**src/rtl/cp0_interrupt_unit.sv**
```systemverilog
// cp0_interrupt_unit: Coprocessor-0 interrupt receiver for the single-cycle MIPS datapath.
// The unit samples eight level-sensitive request lines into Cause.IP, where irq[7] is
// the timer. It masks them with Status.IM/IE/EXL and raises TakenInterrupt to redirect
// fetch to handler_pc.
// The PC of the squashed instruction goes to EPC, and ERET returns control.
// Optional build macro: CP0_IRQ_ID_EN. When it is defined, Cause[4:2] latches the
// highest-numbered pending unmasked line at each take.
module cp0_interrupt_unit #(
  parameter logic [31:0] HANDLER_ADDR = 32'h8000_0180
) (
  input  logic        clock,
  input  logic        reset,
  input  logic [7:0]  irq,
  input  logic [31:0] pc,
  input  logic [4:0]  regnum,
  input  logic [31:0] wr_data,
  input  logic        MTC0,
  input  logic        ERET,
  input  logic        stall,
  output logic [31:0] rd_data,
  output logic [31:0] EPC,
  output logic [31:0] handler_pc,
  output logic        TakenInterrupt
);

  localparam logic [4:0] REG_STATUS = 5'd12;
  localparam logic [4:0] REG_CAUSE  = 5'd13;
  localparam logic [4:0] REG_EPC    = 5'd14;

  // Status fields
  logic [7:0]  im;
  logic        exl;
  logic        ie;
  // Cause fields
  logic [7:0]  ip;
  logic [2:0]  irq_id;
  // Saved return PC
  logic [31:0] epc;

  logic        take;
  logic [7:0]  pending;

  // Status only keeps IM/EXL/IE; the remaining write-data bits have no home.
  logic        unused_wr_bits;
  assign unused_wr_bits = ^{wr_data[31:16], wr_data[7:2]};

  assign pending        = ip & im;
  assign take           = (|pending) & ie & ~exl & ~stall;
  assign TakenInterrupt = take;
  assign handler_pc     = HANDLER_ADDR;
  assign EPC            = epc;

  // Register file update: a take beats any MTC0/ERET in the same cycle, and ERET beats MTC0 on EXL.
  always_ff @(posedge clock or posedge reset) begin
    if (reset) begin
      im  <= 8'h00;
      exl <= 1'b0;
      ie  <= 1'b0;
      ip  <= 8'h00;
      epc <= 32'h0;
    end else begin
      ip <= irq;
      if (take) begin
        epc <= pc;
        exl <= 1'b1;
      end else begin
        if (MTC0 && (regnum == REG_STATUS)) begin
          im  <= wr_data[15:8];
          exl <= wr_data[1];
          ie  <= wr_data[0];
        end
        if (MTC0 && (regnum == REG_EPC)) begin
          epc <= wr_data;
        end
        if (ERET) begin
          exl <= 1'b0;
        end
      end
    end
  end

`ifdef CP0_IRQ_ID_EN
  logic [2:0] top_line;

  // Priority encoder: the highest-numbered pending unmasked line wins.
  always_comb begin
    top_line = 3'd0;
    for (int i = 0; i < 8; i++) begin
      if (pending[i]) top_line = i[2:0];
    end
  end

  // IRQ ID capture: latched only at a take and held until the next one.
  always_ff @(posedge clock or posedge reset) begin
    if (reset) begin
      irq_id <= 3'd0;
    end else if (take) begin
      irq_id <= top_line;
    end
  end
`else
  assign irq_id = 3'd0;
`endif

  // mfc0 read mux, combinational on regnum with no write-through bypass.
  always_comb begin
    rd_data = 32'h0;
    case (regnum)
      REG_STATUS: rd_data = {16'h0, im, 6'b0, exl, ie};
      REG_CAUSE:  rd_data = {16'h0, ip, 3'b0, irq_id, 2'b00};
      REG_EPC:    rd_data = epc;
      default:    rd_data = 32'h0;
    endcase
  end

endmodule

```
**config.mk**
```make
export PLATFORM = sky130hd
export DESIGN_NAME = cp0_interrupt_unit
export DESIGN_NICKNAME = d
export VERILOG_FILES = /design/src/rtl/cp0_interrupt_unit.sv
export SDC_FILE = /design/constraint.sdc
export NUM_CORES = 1
export LEC_CHECK = 0
export ABC_AREA = 1
export CAP_MARGIN = 40
export CORE_MARGIN = 2
export CORE_UTILIZATION = 36
export CTS_BUF_LIST = sky130_fd_sc_hd__clkbuf_8
export DETAILED_ROUTE_END_ITERATION = 8
export GPL_TIMING_DRIVEN = 0
export PLACE_DENSITY = 0.79
export SYNTH_ARGS = -nofsm -noshare
export SYNTH_HDL_FRONTEND = slang
export SYNTH_SLANG_ARGS = --single-unit
```
**constraint.sdc**
```tcl
create_clock -name clock -period 1.7 [get_ports clock]
set_clock_uncertainty 0.05 [all_clocks]
set_input_delay 0.425 -clock clock [delete_from_list [all_inputs] [get_ports clock]]
set_output_delay 0.425 -clock clock [all_outputs]
set_load 0.03 [all_outputs]
```
==> results of run 1 <==
==> report_power, final <==
part | switching, mW | internal, mW
Sequential | 0.355 | 1.60
Combinational | 1.68 | 0.999
Clock | 0.425 | 0.447
==> sequential cells by signal, summed over array words and instances (netlist names) <==
signal	flops
EPC	32
ie	1
exl	1
im	8
ip	8
==> repair_timing <==
item,in CTS,in global routing
cloned,2,0
resized for setup,333,28
endpoints found under the setup margin,103,38
buffers inserted,18,6
pin swaps,16,13
==> worst max-delay path by stage <==
stage                          end  slack (ps)  depth (start not counted)
finish                 rd_data[10]        -170                          6
floorplan              rd_data[10]        -110                          3
global placement        rd_data[8]       -1300                          5
global route        TakenInterrupt        -210                          7
CTS                 TakenInterrupt        -280                          9
detailed placement     rd_data[10]       -1300                          5
==> cell type report <==
type / count / area [sq um] / share of cell area, %
Buffer: 48 / 382.9 / 7.243
Clock buffer: 5 / 68.82 / 1.302
Clock inverter: 3 / 47.55 / 0.8994
Inverter: 64 / 249.0 / 4.710
Multi-Input combinational cell: 290 / 1481 / 28.02
Sequential cell: 50 / 1251 / 23.67
Tap cell: 105 / 131.4 / 2.485
Timing Repair Buffer: 170 / 1674 / 31.67
==> logic make-up after synthesis <==
kind of cell | Yosys count | share of synthesized area, %
flip-flops | 50 | 40.57
buffers and inverters | 118 | 21.10
other | 2 | 0.2435
AO/OA/AOI/OAI | 19 | 3.976
AND/OR/NAND/NOR | 239 | 34.12
==> synthesized netlist by cell type <==
cell type,instances,area [sq um]
buf_2,4,20.02
buf_4,38,285.3
buf_6,8,90.09
clkbuf_1,4,15.01
conb_1,2,7.510
dfrtp_1,50,1251
inv_1,61,229.0
inv_2,3,11.26
nand2_1,99,371.6
nand2_2,3,18.77
nand3_1,82,410.4
nand3b_1,5,37.54
nand4_1,1,6.260
nor2_1,45,168.9
nor2_2,1,6.260
nor2_4,1,11.26
nor3_1,1,5.000
nor3_4,1,16.27
o211ai_1,8,60.06
o21ai_0,6,30.03
o21ai_1,3,15.01
o21ai_2,2,17.52
==> through the flow <==
| stage | instances | util (%) | instance area [sq um] |
|---|---|---|---|
| 4_1_cts | 736 | 63.82 | 5270 |
| 3_3_place_gp | 709 | 58.26 | 4811 |
| 6_report | 735 | 64.02 | 5286 |
| 5_1_grt | 735 | 64.02 | 5286 |
| 3_5_place_dp | 710 | 58.50 | 4831 |
| 2_1_floorplan | 458 | - | 3218 |
==> layer usage <==
| metal | track usage, % | vias to the layer above | share of wire [%] |
|---|---|---|---|
| met2 | 41.15 | 160 | 52 |
| li1 | - | 1661 | - |
| met5 | 0 | - | 0 |
| met3 | 6.284 | 17 | 9.1 |
| met1 | 26.59 | 1573 | 38 |
| met4 | 7.394 | 0 | 1.8 |
==> metrics.csv, run 1 <==
metric,value,unit
run status,finished with violations,
violated checks,setup timing,
Die Ht,96.56,um
Vias/cell,4.641,
final worst slack,-170.4,ps
initial core utilization,37.35,%
Critical Path Source,regnum[1],
Worst Setup Path Type,in2out,
Setup TNS,-1966,ps
RR Startpoint,im[4]$_DFFE_PP0P_,
largest net degree at the start of global routing,27,
Max Fclk,534.7,MHz
worst stage delay on the critical path,230,ps
synthesized area per cell,7.206,sq um
H-tree Lvls,2,
register area share after synthesis,40.57,%
cell repeated most along the worst path,buf_6,
Reg2Reg Setup Slack,180,ps
Place WS,-1298,ps
Pre-antenna DRT Iters,5,
Max VDD drop,660.4,uV
Hold Slack,421.1,ps
Pwr Density,1041,nW/um^2
Die W,96.56,um
"commonest non-fill, non-tap cell in the layout",nand2_1,
unrepaired setup endpoints after global routing,yes,
max_slew headroom,63.56,%
# DRC,0,
worst path buffer plus inverter count,3,
clk sinks,50,
drt total wl,10540,um
gr ovfl total,0,
GRT Total Usage,22.99,%
total chip power,5.504,mW
CTS tree,built,
cts bufs inserted,5,
nets@finish,711,
# diodes,0,
initial DRC count,158,
most frequent cells in the layout,"nand2_1 (86), nand3_1 (82), clkdlybuf4s50_1 (75)",
synth unique cells,22,
WL/cell,14.34,um
HP Class,in2async,
first-pass GRT wire length,16190,um
"Slowest-stage cell, CP",o211ai_1,
Synthesis Warnings,0,
Worst-Skew Late Latency,320,ps
Worst EP required,1220,ps
"Hold Vio Cnt, Final",0,
Pleak,2.747,nW
CP Launch Type,input pin,
Final ANT Viol Nets,0,
Ports,179,
CTS Hold Bufs,0,
Max Slew Vio Count,0,
Total Die Area,9324,sq um
Post-Syn Area,3084,sq um
"Period Utilization, post-route",110.0,%
Tmin final,1870,ps
via count,3411,
Area Overhead vs Synth,71.40,%
core area,8258,sq um
vias in the first global route,3372,
worst-path cell chain,buf_6 > nor2_4 > nand4_1 > buf_6 > o211ai_1 > buf_4,
final setup vio count,21,
cell count after synthesis,428,
"delay-heaviest family, CP",buffers and inverters,
#FFs+latches synth,50,
hpwl dp,7874,um
"Reg clk slew, reported paths",110,ps
CP endpoint kind,primary output,
CTS Root Cell,clkbuf_8,
initial antenna violation count,0,
gpl congestion,0.8327,
share of cells above drive strength 1,26.83,%
PortBufs,146,
Max-Cap Viols,0,
CTS max path bufs,2,
Crit Path Max Fanout,8,
Layout fillers,729,
Crit Reg-Reg Endpoint,EPC[11]$_DFFE_PP0P_,
R2R depth,9,
Rows,33,
Worst Tran Pin Value,545.8,ps
CP arrival,1400,ps
(Power assumes the default switching activity.)
==> inputs of run 2 (changes only) <==
- CORE_ASPECT_RATIO: default -> 0.9
==> run 2 against run 1 <==
  * The flow still finishes with violations (setup timing)
  * Die area is essentially flat
  * Non-clock buffer count grew 1
  * Critical path type unchanged
  * Final area grew 3.4%
  * Power grew 4.5%
  * Highest routed layer unchanged
  * Clock-buffer cell count grew 1
  * Global-route usage grew 0.68 points
  * Sequential power is essentially flat
  * Maximum frequency shrank 1.7%
  * Critical endpoint unchanged
==> metrics.csv, run 2 (same netlist as run 1, synthesis figures left out) <==
metric,value,unit
run status,finished with violations,
violated checks,setup timing,
CTS Hold Bufs,0,
Max Fclk,525.4,MHz
CTS Root Cell,clkbuf_8,
Max VDD drop,720.5,uV
P_sw,2.524,mW
clk sinks,50,
RR Startpoint,im[6]$_DFFE_PP0P_,
PortBufs,146,
"Period Utilization, post-route",112.0,%
CTS tree,built,
Pleak,2.806,nW
Pint,3.226,mW
gr ovfl total,0,
most frequent cells in the layout,"nand2_1 (85), nand3_1 (82), clkdlybuf4s50_1 (75)",
core area,8448,sq um
share of cells above drive strength 1,27.42,%
CTS max path bufs,2,
Pwr Density,1052,nW/um^2
initial antenna violation count,0,
hpwl dp,7756,um
Setup TNS,-2997,ps
switching share of power,43.90,%
Max-Cap Viols,0,
final worst slack,-203.3,ps
Tmin final,1903,ps
Hold Slack,448.6,ps
Max Slew Vio Count,0,
Worst-Skew Late Latency,300,ps
Area Overhead vs Synth,77.20,%
Place WS,-1282,ps
Critical Path Source,regnum[2],
Die Ht,91.81,um
GRT Total Usage,23.67,%
Worst EP required,1220,ps
Final ANT Viol Nets,0,
unrepaired setup endpoints after global routing,yes,
"Reg clk slew, reported paths",90,ps
CP arrival,1430,ps
Pre-antenna DRT Iters,4,
Worst Setup Path Type,in2out,
H-tree Lvls,2,
HP Class,in2async,
drt total wl,10930,um
Worst Tran Pin Value,573.0,ps
Vias/cell,4.599,
Total Die Area,9325,sq um
Rows,32,
max_slew headroom,61.74,%
vias in the first global route,3561,
initial core utilization,36.51,%
first-pass GRT wire length,17120,um
# DRC,0,
gpl congestion,0.8996,
Ports,179,
CP endpoint kind,primary output,
nets@finish,712,
Placed Cells,724,
"Hold Vio Cnt, Final",0,
WL/cell,14.58,um
CP Launch Type,input pin,
largest net degree at the start of global routing,27,
sequential power share,34.3,%
# diodes,0,
Largest register FFs,32,
initial DRC count,143,
final setup vio count,31,
"commonest non-fill, non-tap cell in the layout",nand2_1,
Layout fillers,743,
cts bufs inserted,5,
via count,3449,
Finished Layout Cells,750,
part of the power in the clock network,17.9,%
Crit Path Max Fanout,8,
Die W,101.6,um
Comb power frac,47.8,%
[run 2: power by group through the flow]
stage	clock, mW	combinational (mW)	sequential [mW]
global route	1.10	2.95	2.03
floorplan	0	0.885	2.60
finish	1.03	2.75	1.97
detailed placement	0	2.74	1.98
global placement	0	2.67	1.97
CTS	1.05	2.72	1.96
[run 2: worst paths after layout]
| path | cells past startpoint | slack [ps] | endpoint |
|---|---|---|---|
| min in group clock | 2 | 470 | im[3]$_DFFE_PP0P_ |
| setup / recovery | 9 | -200 | rd_data[10] |
| setup reg to reg | 10 | 90 | im[0]$_DFFE_PP0P_ |
| max in group asynchronous | 3 | 610 | EPC[24]$_DFFE_PP0P_ |
| hold reg to reg | 2 | 470 | im[3]$_DFFE_PP0P_ |
| hold / removal | 2 | 450 | EPC[11]$_DFFE_PP0P_ |
[run 2: metal layers]
metal  GRT usage [%]  vias up  part of all wire, %
li1                -     1664                    -
met1           28.33     1636                   40
met2           41.72      133                   52
met3           4.573       16                  6.4
met4           8.446        0                  1.8
met5               0        -                    0
[run 2: critical path, cell delays in order]
cell	delay (ps)
buf_8	100
nand2_4	60
nor2_4	40
buf_6	110
nand2_4	80
clkinvlp_4	200
nand2_2	120
o211ai_1	100
buf_4	180
[run 2: per-stage QoR]
stage                     instance area (sq um)  total power, mW  utilization (%)
after detailed placement                   4848            4.720            57.39
after global routing                       5465            6.074            64.69
after CTS                                  5425            5.731            64.22
after global placement                     4828            4.640            57.15
after floorplan                            3218            3.484                -
final                                      5465            5.749            64.69
[run 2: final cells by class]
type | count | area (sq um) | area share (%)
flip-flops and latches | 50 | 1251 | 22.89
clock inverters | 2 | 60.06 | 1.099
well taps | 119 | 148.9 | 2.724
clock buffers | 6 | 82.58 | 1.511
multi-input cells | 290 | 1545 | 28.27
inverters | 64 | 251.5 | 4.602
repair buffers | 169 | 1699 | 31.09
plain buffers | 50 | 426.7 | 7.807
[run 2: what timing repair did]
action | CTS | global route
resized for setup | 348 | 28
buffers inserted | 17 | 3
pin swaps | 17 | 23
gates cloned | 3 | 0
setup endpoints to repair | 101 | 46
==> inputs of run 3 (changes only) <==
- REMOVE_ABC_BUFFERS: default -> 1
==> run 3 against run 2 <==
  * Critical path depth fell by 1
  * The run still ends with setup timing left
  * Utilization is 1.3 points lower
  * Clock power is 18% lower
  * Final cell count shrank 4.3%
  * Hold slack lost 25 ps
  * Worst setup slack got worse by 12 ps
==> metrics.csv, run 3 (same netlist as run 1, synthesis figures left out) <==
metric,value,unit
Max Slew Vio Count,0,
unrepaired setup endpoints after global routing,yes,
CTS max path bufs,2,
"commonest non-fill, non-tap cell in the layout",nand3_1,
HP Class,in2async,
CTS tree,built,
Final ANT Viol Nets,0,
initial antenna violation count,0,
run status,finished with violations,
Setup TNS,-2396,ps
Max-Cap Viols,0,
share of cells above drive strength 1,24.54,%
Area Overhead vs Synth,73.59,%
WL/cell,15.06,um
Total Die Area,9325,sq um
drt total wl,10820,um
Finished Layout Cells,718,
Worst Tran Pin Value,508.0,ps
Hold Slack,423.8,ps
RR Startpoint,im[2]$_DFFE_PP0P_,
nets@finish,680,
initial core utilization,36.51,%
cts bufs inserted,5,
# DRC,0,
GRT Total Usage,23.60,%
CTS Hold Bufs,0,
"Reg clk slew, reported paths",100,ps
CP Launch Type,flip-flop,
PortBufs,146,
Vias/cell,4.684,
clk sinks,50,
Die Ht,91.81,um
"Period Utilization, post-route",112.7,%
R2R depth,10,
Worst-Skew Late Latency,300,ps
Worst Setup Path Type,reg2out,
Ports,179,
first-pass GRT wire length,17100,um
Pre-antenna DRT Iters,4,
Crit Path Max Fanout,3,
violated checks,setup timing,
final worst slack,-215.3,ps
Reg2Reg Setup Slack,10,ps
Max Fclk,522.1,MHz
"Hold Vio Cnt, Final",0,
CTS Root Cell,clkbuf_8,
Die W,101.6,um
core area,8448,sq um
Layout fillers,743,
final setup vio count,33,
hpwl dp,6612,um
Tmin final,1915,ps
worst-path cell chain,nand2_1 > nand2_2 > nor2_4 > nand2_4 > nand2_8 > buf_16 > inv_16 > buf_8,
most frequent cells in the layout,"nand3_1 (82), nand2_1 (81), clkdlybuf4s50_1 (75)",
Worst EP required,1220,ps
Largest register FFs,32,
max_slew headroom,66.08,%
Max VDD drop,547.1,uV
Crit Reg-Reg Endpoint,im[6]$_DFFE_PP0P_,
"delay-heaviest family, CP",simple AND/OR/NAND/NOR gates,
H-tree Lvls,2,
initial DRC count,151,
"Slowest-stage cell, CP",dfrtp_1,
vias in the first global route,3432,
via count,3363,
gpl congestion,0.7879,
Rows,32,
CP arrival,1440,ps
worst stage delay on the critical path,400,ps
total chip power,5.639,mW
gr ovfl total,0,
worst path buffer plus inverter count,3,
CP endpoint kind,primary output,
Pwr Density,1053,nW/um^2
largest net degree at the start of global routing,46,
# diodes,0,
Placed Cells,672,
Pleak,2.688,nW
-- run 3: repair_timing --
action                     in CTS  in global routing
gates cloned                    7                  0
setup endpoints to repair     107                 61
resized for setup             367                 37
buffers inserted               21                 12
pin swaps                      18                 17
-- run 3: power by group --
group          total [mW]  switching, mW  internal [mW]
logic                2.86           1.83           1.03
clock network       0.841          0.407          0.434
registers            1.94          0.344           1.60
total                5.64           2.58           3.05
-- run 3: worst max path at each step --
| stage | slack, ps | cells past startpoint | endpoint | start |
|---|---|---|---|---|
| final | -220 | 8 | TakenInterrupt | im[2]$_DFFE_PP0P_ |
| after global routing | -290 | 8 | TakenInterrupt | im[2]$_DFFE_PP0P_ |
| after CTS | -260 | 5 | TakenInterrupt | exl$_DFFE_PP0P_ |
| after detailed placement | -2340 | 6 | TakenInterrupt | stall |
| after global placement | -3460 | 5 | TakenInterrupt | stall |
| after floorplan | -1230 | 3 | TakenInterrupt | stall |
-- run 3: through the flow --
stage | utilization, % | setup slack [ps] | cell area (sq um)
finish | 63.37 | -215.3 | 5354
global route | 63.37 | -285.1 | 5354
floorplan | - | -1227 | 2786
detailed placement | 52.81 | -2338 | 4462
global placement | 52.04 | -3461 | 4397
CTS | 60.46 | -259.8 | 5107
-- run 3: final cells by class --
type	instances	area [sq um]	area share [%]
well taps	119	148.9	2.781
clock inverters	3	40.04	0.7478
repair inverters	2	17.52	0.3272
multi-input cells	294	1704	31.83
inverters	64	272.8	5.095
flip-flops and latches	50	1251	23.37
clock buffers	5	68.82	1.285
repair buffers	181	1851	34.56
-- run 3: routing by layer --
layer / track usage (%) / wire, um / vias up
met5: 0 / 0 / -
met4: 5.968 / 154 / 0
met3: 3.811 / 688 / 12
met2: 41.01 / 5594 / 142
met1: 30.28 / 4378 / 1597
li1: - / - / 1612
